File: config.mk
export PLATFORM = sky130hd
export DESIGN_NAME = alu_exec_stage
export DESIGN_NICKNAME = d
export VERILOG_FILES = /design/src/rtl/alu_exec_stage.sv
export SDC_FILE = /design/constraint.sdc
export NUM_CORES = 1
export LEC_CHECK = 0
export ABC_AREA = 1
export ABC_CLOCK_PERIOD_IN_PS = 5700
export CORE_UTILIZATION = 50
export CTS_BUF_LIST = sky130_fd_sc_hd__clkbuf_4
export CTS_CLUSTER_DIAMETER = 30
export DETAILED_ROUTE_END_ITERATION = 16
export MAX_ROUTING_LAYER = met4
export PLACE_DENSITY = 0.69
export SLEW_MARGIN = 20
export SYNTH_ARGS = -nofsm -noshare
export SYNTH_HDL_FRONTEND = slang
export SYNTH_SLANG_ARGS = --single-unit
File: constraint.sdc
create_clock -name clk -period 5.7 [get_ports clk]
set_input_delay 1.14 -clock clk [delete_from_list [all_inputs] [get_ports clk]]
set_output_delay 1.14 -clock clk [all_outputs]
set_load 0.01 [all_outputs]
File: src/rtl/alu_exec_stage.sv
// alu_exec_stage: single-issue ALU execute stage with a registered result.
// Latency: 1 cycle for AND/OR/XOR/NOR/ADD/SUB/SLT. MUL is a shift-add that takes WIDTH cycles.
// Backpressure: the result is held while out_ready=0. in_ready is 1 in IDLE, 0 during MUL,
//   and follows out_ready while a result is held.
// Ports:
//   clk, rst (asynchronous, active-high)
//   in_valid/in_ready, op[2:0], x, y   - operation handshake and operands
//   out_valid/out_ready, s             - result handshake and registered result
//   busy                               - a multi-cycle MUL is in progress
module alu_exec_stage #(
  parameter int WIDTH = 32
) (
  input  logic             clk,
  input  logic             rst,
  input  logic             in_valid,
  output logic             in_ready,
  input  logic [2:0]       op,
  input  logic [WIDTH-1:0] x,
  input  logic [WIDTH-1:0] y,
  output logic             out_valid,
  input  logic             out_ready,
  output logic [WIDTH-1:0] s,
  output logic             busy
);

  localparam int CW = (WIDTH > 1) ? $clog2(WIDTH) : 1;
  localparam logic [CW-1:0] LAST_ITER = CW'(WIDTH - 1);

  localparam logic [2:0] OP_AND = 3'b000;
  localparam logic [2:0] OP_OR  = 3'b001;
  localparam logic [2:0] OP_XOR = 3'b010;
  localparam logic [2:0] OP_NOR = 3'b011;
  localparam logic [2:0] OP_ADD = 3'b100;
  localparam logic [2:0] OP_SUB = 3'b101;
  localparam logic [2:0] OP_SLT = 3'b110;
  localparam logic [2:0] OP_MUL = 3'b111;

  typedef enum logic [1:0] {
    ST_IDLE = 2'd0,
    ST_MUL  = 2'd1,
    ST_HOLD = 2'd2
  } state_t;

  state_t           state_q, state_d;
  logic [WIDTH-1:0] s_q, s_d;
  logic [WIDTH-1:0] mcand_q, mcand_d;   // multiplicand, shifted left each iteration
  logic [WIDTH-1:0] mplier_q, mplier_d; // multiplier, shifted right each iteration
  logic [WIDTH-1:0] acc_q, acc_d;       // running partial product
  logic [CW-1:0]    cnt_q, cnt_d;

  logic             accept;
  logic [WIDTH-1:0] partial;

  // Single-cycle operations. MUL never reaches this path.
  function automatic logic [WIDTH-1:0] alu_f(input logic [2:0] f_op,
                                             input logic [WIDTH-1:0] a,
                                             input logic [WIDTH-1:0] b);
    logic [WIDTH-1:0] r;
    r = '0;
    case (f_op)
      OP_AND:  r = a & b;
      OP_OR:   r = a | b;
      OP_XOR:  r = a ^ b;
      OP_NOR:  r = ~(a | b);
      OP_ADD:  r = a + b;
      OP_SUB:  r = a - b;
      OP_SLT:  r = {{(WIDTH-1){1'b0}}, ($signed(a) < $signed(b))};
      default: r = '0;
    endcase
    return r;
  endfunction

  // Partial product including this iteration's multiplier bit.
  assign partial = mplier_q[0] ? (acc_q + mcand_q) : acc_q;

  always_comb begin
    state_d  = state_q;
    s_d      = s_q;
    mcand_d  = mcand_q;
    mplier_d = mplier_q;
    acc_d    = acc_q;
    cnt_d    = cnt_q;
    in_ready = 1'b0;

    case (state_q)
      ST_IDLE: in_ready = 1'b1;
      ST_MUL:  in_ready = 1'b0;
      ST_HOLD: in_ready = out_ready;
      default: in_ready = 1'b0;
    endcase

    accept = in_valid && in_ready;

    case (state_q)
      ST_MUL: begin
        acc_d    = partial;
        mcand_d  = mcand_q << 1;
        mplier_d = mplier_q >> 1;
        cnt_d    = cnt_q + CW'(1);
        if (cnt_q == LAST_ITER) begin
          s_d     = partial;
          cnt_d   = '0;
          state_d = ST_HOLD;
        end
      end
      ST_HOLD: begin
        // Held result is consumed on out_ready; with no new op, fall back to IDLE.
        if (out_ready && !in_valid) begin
          state_d = ST_IDLE;
        end
      end
      default: ;
    endcase

    // A new op can start from IDLE or from HOLD in the same edge the old result is consumed.
    if (accept) begin
      if (op == OP_MUL) begin
        state_d  = ST_MUL;
        mcand_d  = x;
        mplier_d = y;
        acc_d    = '0;
        cnt_d    = '0;
      end else begin
        state_d = ST_HOLD;
        s_d     = alu_f(op, x, y);
      end
    end
  end

  always_ff @(posedge clk or posedge rst) begin
    if (rst) begin
      state_q  <= ST_IDLE;
      s_q      <= '0;
      mcand_q  <= '0;
      mplier_q <= '0;
      acc_q    <= '0;
      cnt_q    <= '0;
    end else begin
      state_q  <= state_d;
      s_q      <= s_d;
      mcand_q  <= mcand_d;
      mplier_q <= mplier_d;
      acc_q    <= acc_d;
      cnt_q    <= cnt_d;
    end
  end

  assign s         = s_q;
  assign out_valid = (state_q == ST_HOLD);
  assign busy      = (state_q == ST_MUL);

endmodule

* Word level (Yosys, flattened, before mapping) *
Index checks and enable logic that the tools add are counted.

storage, ports and cells
  register bits = 135
  input port bits = 71

cells by class
  add/subtract/negate cells = 4
  order comparisons = 1
  eq/ne operators = 12
  mux-type cells = 25
  bitwise logic cells = 4
  reduce and logical (&&, ||, !) cells = 7

operators by type and width
  kind                   count
  $mux W32               14
  $pmux W32 S7           1
  $add A32 B32 Y32       2
  $and A32 B32 Y32       1
  $lt A32 B32 Y1         1
  $not A32 Y32           1
  $or A32 B32 Y32        1
  $sub A32 B32 Y32       1
  $xor A32 B32 Y32       1
  $mux W5                4
  $eq A3 B3 Y1 const B   4
  $mux W2                4
  $eq A3 B2 Y1 const B   2
  $ne A3 B1 Y1 const B   2
  $add A5 B1 Y5 const B  1
  $eq A5 B5 Y1 const B   1
  $pmux W2 S2            1
  $eq A3 B1 Y1 const B   1
  $logic_not A3 Y1       1
  $reduce_and A3 Y1      1
  $reduce_bool A3 Y1     1
  $eq A2 B1 Y1 const B   1
  $eq A2 B2 Y1 const B   1
  $logic_and A1 B1 Y1    2
  3 further kinds        3

* Depth between registers and ports, before layout *
Gate-level depths: netlist of run 1.

  word-level depth = 6
  mapped depth = 19
  gate-level depth less buffers = 18

* Least setup slack after synthesis of run 1 *
OpenSTA, ideal clock, no wires.

  path kind = input to register
  start = input x[0]
  end = register s_q[0] (netlist: s[0])
  setup time = 0.077 ns
  data arrival time = 2.647 ns
  setup slack = 2.975 ns
  cell stages on the path = 15
  path buffers = 0
  path through = inv_1 -> ha_1 -> inv_1 -> fa_1 -> nand2_1 -> nand3_1 -> nand2_1 -> nand2_1 -> nand2_1 -> nand3_1 -> nand3_1 -> nand2_1 -> nand2_1 -> nand3_1 -> a21oi_1

between the ends
  longest elaborated chain between the ends = 5
  elaborated cells between the ends (all ways) = 10

ends and longest elaborated chain
  what                                                      line  source
  start, declared                                           18    input logic [WIDTH-1:0] x,
  branches (longest 2 deep; another with $sub A32 B32 Y32)  --
  $pmux W32 S7 *                                            60    case (f_op)
  $mux W32 *                                                117   if (op == OP_MUL) begin
  $mux W32 *                                                116   if (accept) begin
  via s_d[0]                                                45    logic [WIDTH-1:0] s_q, s_d;
  end signal, assigned                                      133   s_q <= '0;
  end signal, assigned                                      140   s_q <= s_d;
  end, declared                                             45

Mark *: on every way through the listed nets, which the timed path passes.
A chain may end at the register's enable or synchronous reset.

* Final worst setup path of run 1 *
  start = input op[1]
  end = register s_q[3] (netlist: s[3])

between the ends
  longest elaborated chain between the ends = 4
  elaborated cells between the ends (all ways) = 11

ends and longest elaborated chain
  what                                  line  source
  start, declared                       17    input logic [2:0] op,
  $eq A3 B3 Y1 (tied with other cells)  60
  $pmux W32 S7                          60
  $mux W32 *                            117
  $mux W32 *                            116
  via s_d[3]                            45

Mark *: on every way through the listed nets, which the timed path passes. The rest lies on a longest branch.

==> results list, run 1 <==
- The run finished with clean final reports.
- PortBufs: 105
* Net Count, Synth: 2827
- The die covers 31340 um2.
- The count of pins over their slew limit came to 0.
- Max Fclk: 272.3 MHz
- In the finished design, the share of the clock period the worst path needs comes to 0.6443.
- Number of rows in the core area: 63
- Synthesized instance count: 2617
* Clock buffer count from CTS: 17
- Of the synthesized area, sequential elements account for 0.2205.
- In this run the deepest clock path goes through 2 buffers.
- Reg clk slew, reported paths: 0.18 ns
- Setup violations remaining at the end of the flow were counted as 0.
- Of all nets on the critical path, the largest fanout is 32.
* Area of placed instances: 16580 um2
- Most frequently used cell type in the post-synthesis netlist: nand2_1
* Maximum ir drop on the vdd rail: 0.0002285 V
* Cell-by-cell trace of the critical path: clkdlybuf4s50_1, inv_2, nand2_1, nor2_4, nand3_1, o311ai_0, a21oi_1, a31oi_1
- Among all stages on the critical path, the largest delay is contributed by nor2_4.
- Area growth from synthesis to layout: 10.23%
- At the end of routability-driven placement, the weighted congestion stood at 1.040.
- Path type of the worst min-delay path: flop to flop
- The later pin in the worst-skew pair is clocked with a latency of 0.68 ns.
- For this run, the leading register cell type out of synthesis is dfrtp_1.
* Global-route wire length before repair: 93.61 mm
- The completed layout was analyzed and its total power is 6.488 mW.
- Area share of the largest cell type after synthesis: 0.2205
- Count of maximum capacitance violations: 0
* Total congestion overflow: 0
* Via count of the routed design: 17700
- Worst slew pin tran: 1.123 ns
- The final layout contains routed wiring with a total length of 61.66 mm.
- Maximum number of pins on one net before global-route repair: 89
- Across every metal layer, demand over resource in global routing totals 0.4083.
- Buffer type at the clock tree root: clkbuf_4
- Antenna Violating Nets Remaining: 0
* Die outline width: 177.0 um
- Post-CTS timing repair inserted 0 buffers for setup.
- After legalization and detailed placement, the total HPWL measured 48.04 mm.
- Number of unique standard cell types used by synthesis: 43
- DR vias/cell: 5.775
- In this run the mean area of a mapped cell was 5.854 um2.
- In this run the static leakage power is 9.382 nW.
- Cell types with the highest counts after synthesis: nand2_1, inv_1, nand3_1, nor2_1, ha_1
- After the first detailed-routing iteration, the DRC count stood at 1801.
- Summing all multi-input logic gate instances after layout gives 9853 um2.
* Largest stage delay on the critical path: 0.92 ns
- After detailed routing, the number of remaining DRC violations is 0.
- Quantity of gates resized following cts: 0
- On the final layout, the worst clock skew is 0.04853 ns.
- Number of top-level pins: 106
* RSZ-0062 raised after global routing: no
- Async set-or-reset flop fraction in the synthesized netlist: 1.000
- The initial antenna violation count was 2.
- In this run the power density over the cells is 384.2 nW/um2.
- Synthesis inferred 135 register bits.
- Data arrives at the worst endpoint at 4.25 ns.
- The worst setup path is captured at a flop.
- The synthesized netlist occupies a cell area of 15320 um2.
- After detailed routing, the average wire length per cell comes to 20.12 um.
* Combined flip-flop and latch cell area: 3378 um2
- The Yosys step of the flow raised 0 warnings.
* Number of fill cells in the layout: 3075
- The via count of the first global-routing pass is 16570.
- Top cells by area, synth: dfrtp_1, nand2_1, ha_1, inv_1, nand3_1
- The pre-antenna-repair detailed-routing pass consisted of 8 iterations.
- Non-Filler Cell Area, Final: 16890 um2
* Final period demand of the worst path: 3.672 ns
* # hold bufs at CTS: 0
- CTS H-tree depth: 4
- Worst EP required: 6.28 ns
- Total Nets Final: 2868
- Clk sink count: 135
* Cell taking the most area after synthesis: dfrtp_1
* TritonCTS clock tree: done
* Slew HR: 0.2496
* Number of enable-type register cells in the synthesized netlist: 0
- The final count of hold timing violations is 0.
* TNS Setup: 0 ns
- Core region area: 29870 um2
- Critical Path Start Type: input port
- For this configuration, the core starts out at a cell density of 0.5128.
- Category of the critical setup timing path: input port to flop
- Height of the chip: 177.0 um
- Fraction of layout cells with a size suffix above 1: 0.02621
-- stage by stage --
| step | utilization | setup WS, ns | hold WS (ns) | instances |
|---|---|---|---|---|
| 3_5_place_dp | 0.5551 | 1.542 | 0.5034 | 3029 |
| 3_3_place_gp | 0.5551 | 1.490 | 0.4947 | 3029 |
| 5_1_grt | 0.5652 | 1.964 | 0.5774 | 3064 |
| 6_report | 0.5652 | 2.028 | 0.5413 | 3064 |
| 4_1_cts | 0.5650 | 2.227 | 0.5372 | 3061 |
| 2_1_floorplan | - | 0.9489 | 0.4782 | 2617 |
-- cells by family after synthesis --
logic type | share of synthesized area
adders and majority gates | 0.1150
buffers and inverters | 0.1391
muxes | 0.001307
xor gates and xnor gates | 0.007432
and+or+nand+nor | 0.3797
AOI/OAI and AO/OA | 0.1370
DFF | 0.2205
-- state kept, by name, indices dropped and copies added (netlist names) --
| name | count |
|---|---|
| cnt_q | 5 |
| state_q | 2 |
| acc_q | 32 |
| s | 32 |
| mplier_q | 32 |
| mcand_q | 32 |
-- report_power, final --
group / internal (mW) / leakage, nW / switching, mW
Sequential: 1.41 / 1.65 / 0.394
Combinational: 1.41 / 7.58 / 2.51
Clock: 0.276 / 0.151 / 0.490
-- layout make-up --
cell class / instances / area share
flip-flops and latches: 135 / 0.2001
clock inverters: 14 / 0.009558
multi-input cells: 1933 / 0.5835
clock buffers: 18 / 0.008002
inverters: 454 / 0.1012
diodes: 3 / 0.0004446
well taps: 390 / 0.02890
repair buffers: 117 / 0.06832
-- worst paths after layout --
path | start | end | slack [ns] | cells past startpoint
setup / recovery | op[1] | s[3] | 2.03 | 8
hold / removal | state_q[1] | state_q[1] | 0.54 | 2
setup reg to reg | state_q[0] | acc_q[12] | 2.19 | 12
hold reg to reg | state_q[1] | state_q[1] | 0.54 | 2
max in group asynchronous | rst | s[7] | 3.74 | 3
min in group asynchronous | rst | acc_q[5] | 0.99 | 2
-- critical path: cells and delay by family --
| family | cells | cell delay (ns) |
|---|---|---|
| buf+inv | 2 | 0.71 |
| compound gates | 3 | 0.83 |
| simple gates | 3 | 1.54 |
-- cells in the final DEF (no fill, tap or decap), types with 3 or more instances in the layout --
| master | count |
|---|---|
| nand3b_1 | 7 |
| a21oi_1 | 98 |
| o22ai_1 | 22 |
| fa_1 | 3 |
| a221oi_1 | 12 |
| o21ai_1 | 4 |
| xor2_1 | 11 |
| and3_1 | 4 |
| a31oi_1 | 36 |
| dfrtp_1 | 135 |
| o221ai_1 | 3 |
| clkbuf_4 | 18 |
| nand2_1 | 879 |
| inv_1 | 443 |
| inv_6 | 8 |
| o21bai_1 | 19 |
| nand4_1 | 38 |
| clkdlybuf4s50_1 | 105 |
| inv_2 | 8 |
| ha_1 | 135 |
| nor2_1 | 217 |
| nor3_1 | 21 |
| o211ai_1 | 19 |
| o21ai_0 | 129 |
| or2_2 | 7 |
| and2_1 | 4 |
| diode_2 | 3 |
| nor4_1 | 3 |
| nand3_1 | 227 |
| nor2_2 | 3 |
| clkinvlp_4 | 3 |
| a211oi_1 | 11 |
| buf_4 | 11 |
| a21boi_0 | 4 |
-- routing by layer --
layer,wire length (um),global-route usage
met1,27350,0.5486
met2,26700,0.6086
met5,0,-
met4,1678,0.1268
met3,5943,0.08741
Power figures use the tool's default switching activity.
==> run 2: changes to the inputs <==
ABC_CLOCK_PERIOD_IN_PS = 3600   (was 5700)
clock period = 3.6 ns   (was 5.7 ns; I/O delays follow)
==> results list, run 2 (synthesis gave the netlist of run 1 again) <==
- Area growth from synthesis to layout: 14.35%
* Height of the chip: 177.0 um (unchanged)
- Detailed-route wire length: 62.84 mm (+1.9%)
* Status: finished, final reports clean
- The via density per instance came to 5.718 (-1.0%).
- Non-Filler Cell Area, Final: 17520 um2 (+3.7%)
- Category of the critical setup timing path: input port to flop
- Count of maximum capacitance violations: 0 (unchanged)
- Largest clock skew in the final design: 0.02936 ns (-0.01917 ns)
* Worst EP required: 4.14 ns (-2.14 ns)
- The count of standard-cell rows came to 63 (unchanged).
- The half-perimeter wire length after detailed placement came to 50.21 mm (+4.5%).
* Quantity of gates resized following cts: 0 (unchanged)
* Total Nets Final: 2939 (+2.5%)
* Routability congestion estimate from global placement: 1.060 (+1.9%)
- The iteration-0 DRC count of the detailed router is 2073 (+15%).
- Share of power burned in registers: 0.276 (about the same)
* Fraction of layout cells with a size suffix above 1: 0.05106 (+0.02485)
- The total setup buffers inserted after CTS was 0 (unchanged).
- Final period demand of the worst path: 3.085 ns
- Overall fraction of global-route tracks in use: 0.4164 (+0.008081)
- Leaving out fill and tap cells, the most frequent cells in the layout are nand2_1, inv_1, nand3_1, nor2_1.
- The horizontal extent of the die came to 177.0 um (unchanged).
* Drt pass-1 iters: 8 (unchanged)
- Global-route wire length before repair: 95.37 mm (+1.9%)
- Area of placed instances: 17190 um2 (+3.7%)
* Post-route DRC: 0 (unchanged)
- Setup repair after global routing left no endpoint under its margin.
* Clock buffer count from CTS: 17 (unchanged)
- The core region area is 29870 um2 (unchanged).
- Clk sink count: 135 (unchanged)
- The count of pins over their slew limit came to 0 (unchanged).
* Relative contribution of the clock network to total power: 0.121 (+0.003)
- Leakage: 9.772 nW (+4.2%)
- Final core utilization: 0.5864 (+0.02115)
- The signal arrival time at the worst endpoint was 3.62 ns (-0.63 ns).
- # hold bufs at CTS: 0 (unchanged)
* TritonCTS clock tree: done
- The worst setup path is launched from an input port.
- The clock insertion delay at the later pin of the skew report came to 0.64 ns (-0.04 ns).
* Share of power burned in combinational logic: 0.603 (about the same)
- Maximum number of pins on one net before global-route repair: 70 (-21%)
- Fin. Hold Viols: 0 (unchanged)
- The residual overflow from global routing is 0 (unchanged).
- The overall via count from detail_route is 17920 (+1.3%).
- Cell total after placement: 3100 (+2.3%)
* Worst-case hold slack: 0.4778 ns (-0.06350 ns)
- The tightest slew margin relative to the limit was 0.4685 (+0.2189).
- The number of buffers added on ports is 105 (unchanged).
- The switching part of the total power was 0.5215 (-0.002378).
- The power density relative to cell area is 600.8 nW/um2 (+56%).
- Detail-routed net length per standard cell: 20.05 um (-0.37%)
- The clock-pin slew on the worst setup and hold paths is 0.16 ns (-0.02 ns).
* Cell Int Power: 5.036 mW (+63%)
* Number of fill cells in the layout: 2973 (-3.3%)
- The effective utilization at floorplan came to 0.5128 (unchanged).
- Most common library cell in the layout ignoring fill and taps: nand2_1
- The remaining antenna violation count is 0 (unchanged).
- Number of top-level pins: 106 (unchanged)
* Final setup violation count: 0 (unchanged)
- Switching component of the power: 5.489 mW (+61%)
- For this run, the top clock speed supported by timing is 324.1 MHz.
- The worst setup path is captured at a flop.
- Number of antenna violations at the first check in global routing: 2 (unchanged)
- Maximum net fanout on the critical path: 4 (-88%)
- The final cell count without fillers came to 3134 (+2.3%).
* Worst slew pin tran: 0.7964 ns (-0.3265 ns)
- The total chip power came to 10.52 mW (+62%).
- In this run the worst hold path is classified as input port to asynchronous set/reset pin.
- Maximum ir drop on the vdd rail: 0.0003277 V (+43%)
* Buffer type at the clock tree root: clkbuf_4
- The overall die area came to 31340 um2 (unchanged).
- The H-tree depth is 4 (unchanged).
- CTS max path bufs: 2 (unchanged)
- Vias in the first global route: 17000 (+2.6%)
- Period utilization: 0.8570
run 2: path summary, 6_finish.rpt:
path,start,end,slack [ns],depth (start not counted)
hold reg to reg,mplier_q[31],mplier_q[31],0.55,2
min in group clk,mplier_q[31],mplier_q[31],0.55,2
setup reg to reg,state_q[0],acc_q[30],0.70,12
max in group asynchronous,rst,mplier_q[19],2.35,3
hold / removal,rst,acc_q[0],0.48,2
setup / recovery,y[0],s[24],0.51,16
run 2: layout make-up:
cell class | instances | area, um2 | area share
diodes | 2 | 5.005 | 0.0002857
clock buffers | 17 | 127.6 | 0.007285
clock inverters | 15 | 193.9 | 0.01107
inverters | 454 | 1708 | 0.09749
multi-input cells | 1933 | 9843 | 0.5619
flip-flops and latches | 135 | 3378 | 0.1928
well taps | 390 | 488.0 | 0.02786
repair buffers | 188 | 1774 | 0.1013
run 2: stage by stage:
| stage | setup TNS [ns] | setup slack (ns) |
|---|---|---|
| 4_1_cts | 0 | 0.6540 |
| 2_1_floorplan | 0 | 1.201 |
| 6_report | 0 | 0.5147 |
| 3_3_place_gp | -0.03610 | -0.03365 |
| 3_5_place_dp | -0.03750 | -0.02806 |
| 5_1_grt | 0 | 0.4305 |
run 2: power by group through the flow:
| stage | Sequential [mW] | Clock [mW] | Combinational (mW) |
|---|---|---|---|
| global route | 2.95 | 1.32 | 7.04 |
| global placement | 2.86 | 0 | 6.00 |
| finish | 2.91 | 1.27 | 6.35 |
| detailed placement | 2.89 | 0 | 6.15 |
| CTS | 2.86 | 1.27 | 6.22 |
| floorplan | 2.70 | 0 | 4.13 |
run 2: routing by layer:
layer / part of all wire / up-vias / GRT usage
met5: 0 / - / -
met4: 0.036 / 0 / 0.1677
met3: 0.098 / 144 / 0.07281
met2: 0.44 / 993 / 0.6258
met1: 0.43 / 8264 / 0.5512
li1: - / 8518 / -
run 2: critical path, cell delays in order:
cell	delay, ns
clkdlybuf4s50_1	0.53
ha_1	0.31
inv_1	0.12
fa_1	0.42
inv_1	0.15
nand3_1	0.12
nand3_1	0.24
nand3_1	0.17
nand2_1	0.20
nand2_1	0.11
nand3_1	0.09
nand2_1	0.05
nand3_1	0.10
nand3_1	0.11
nand2_1	0.11
nand2_1	0.07
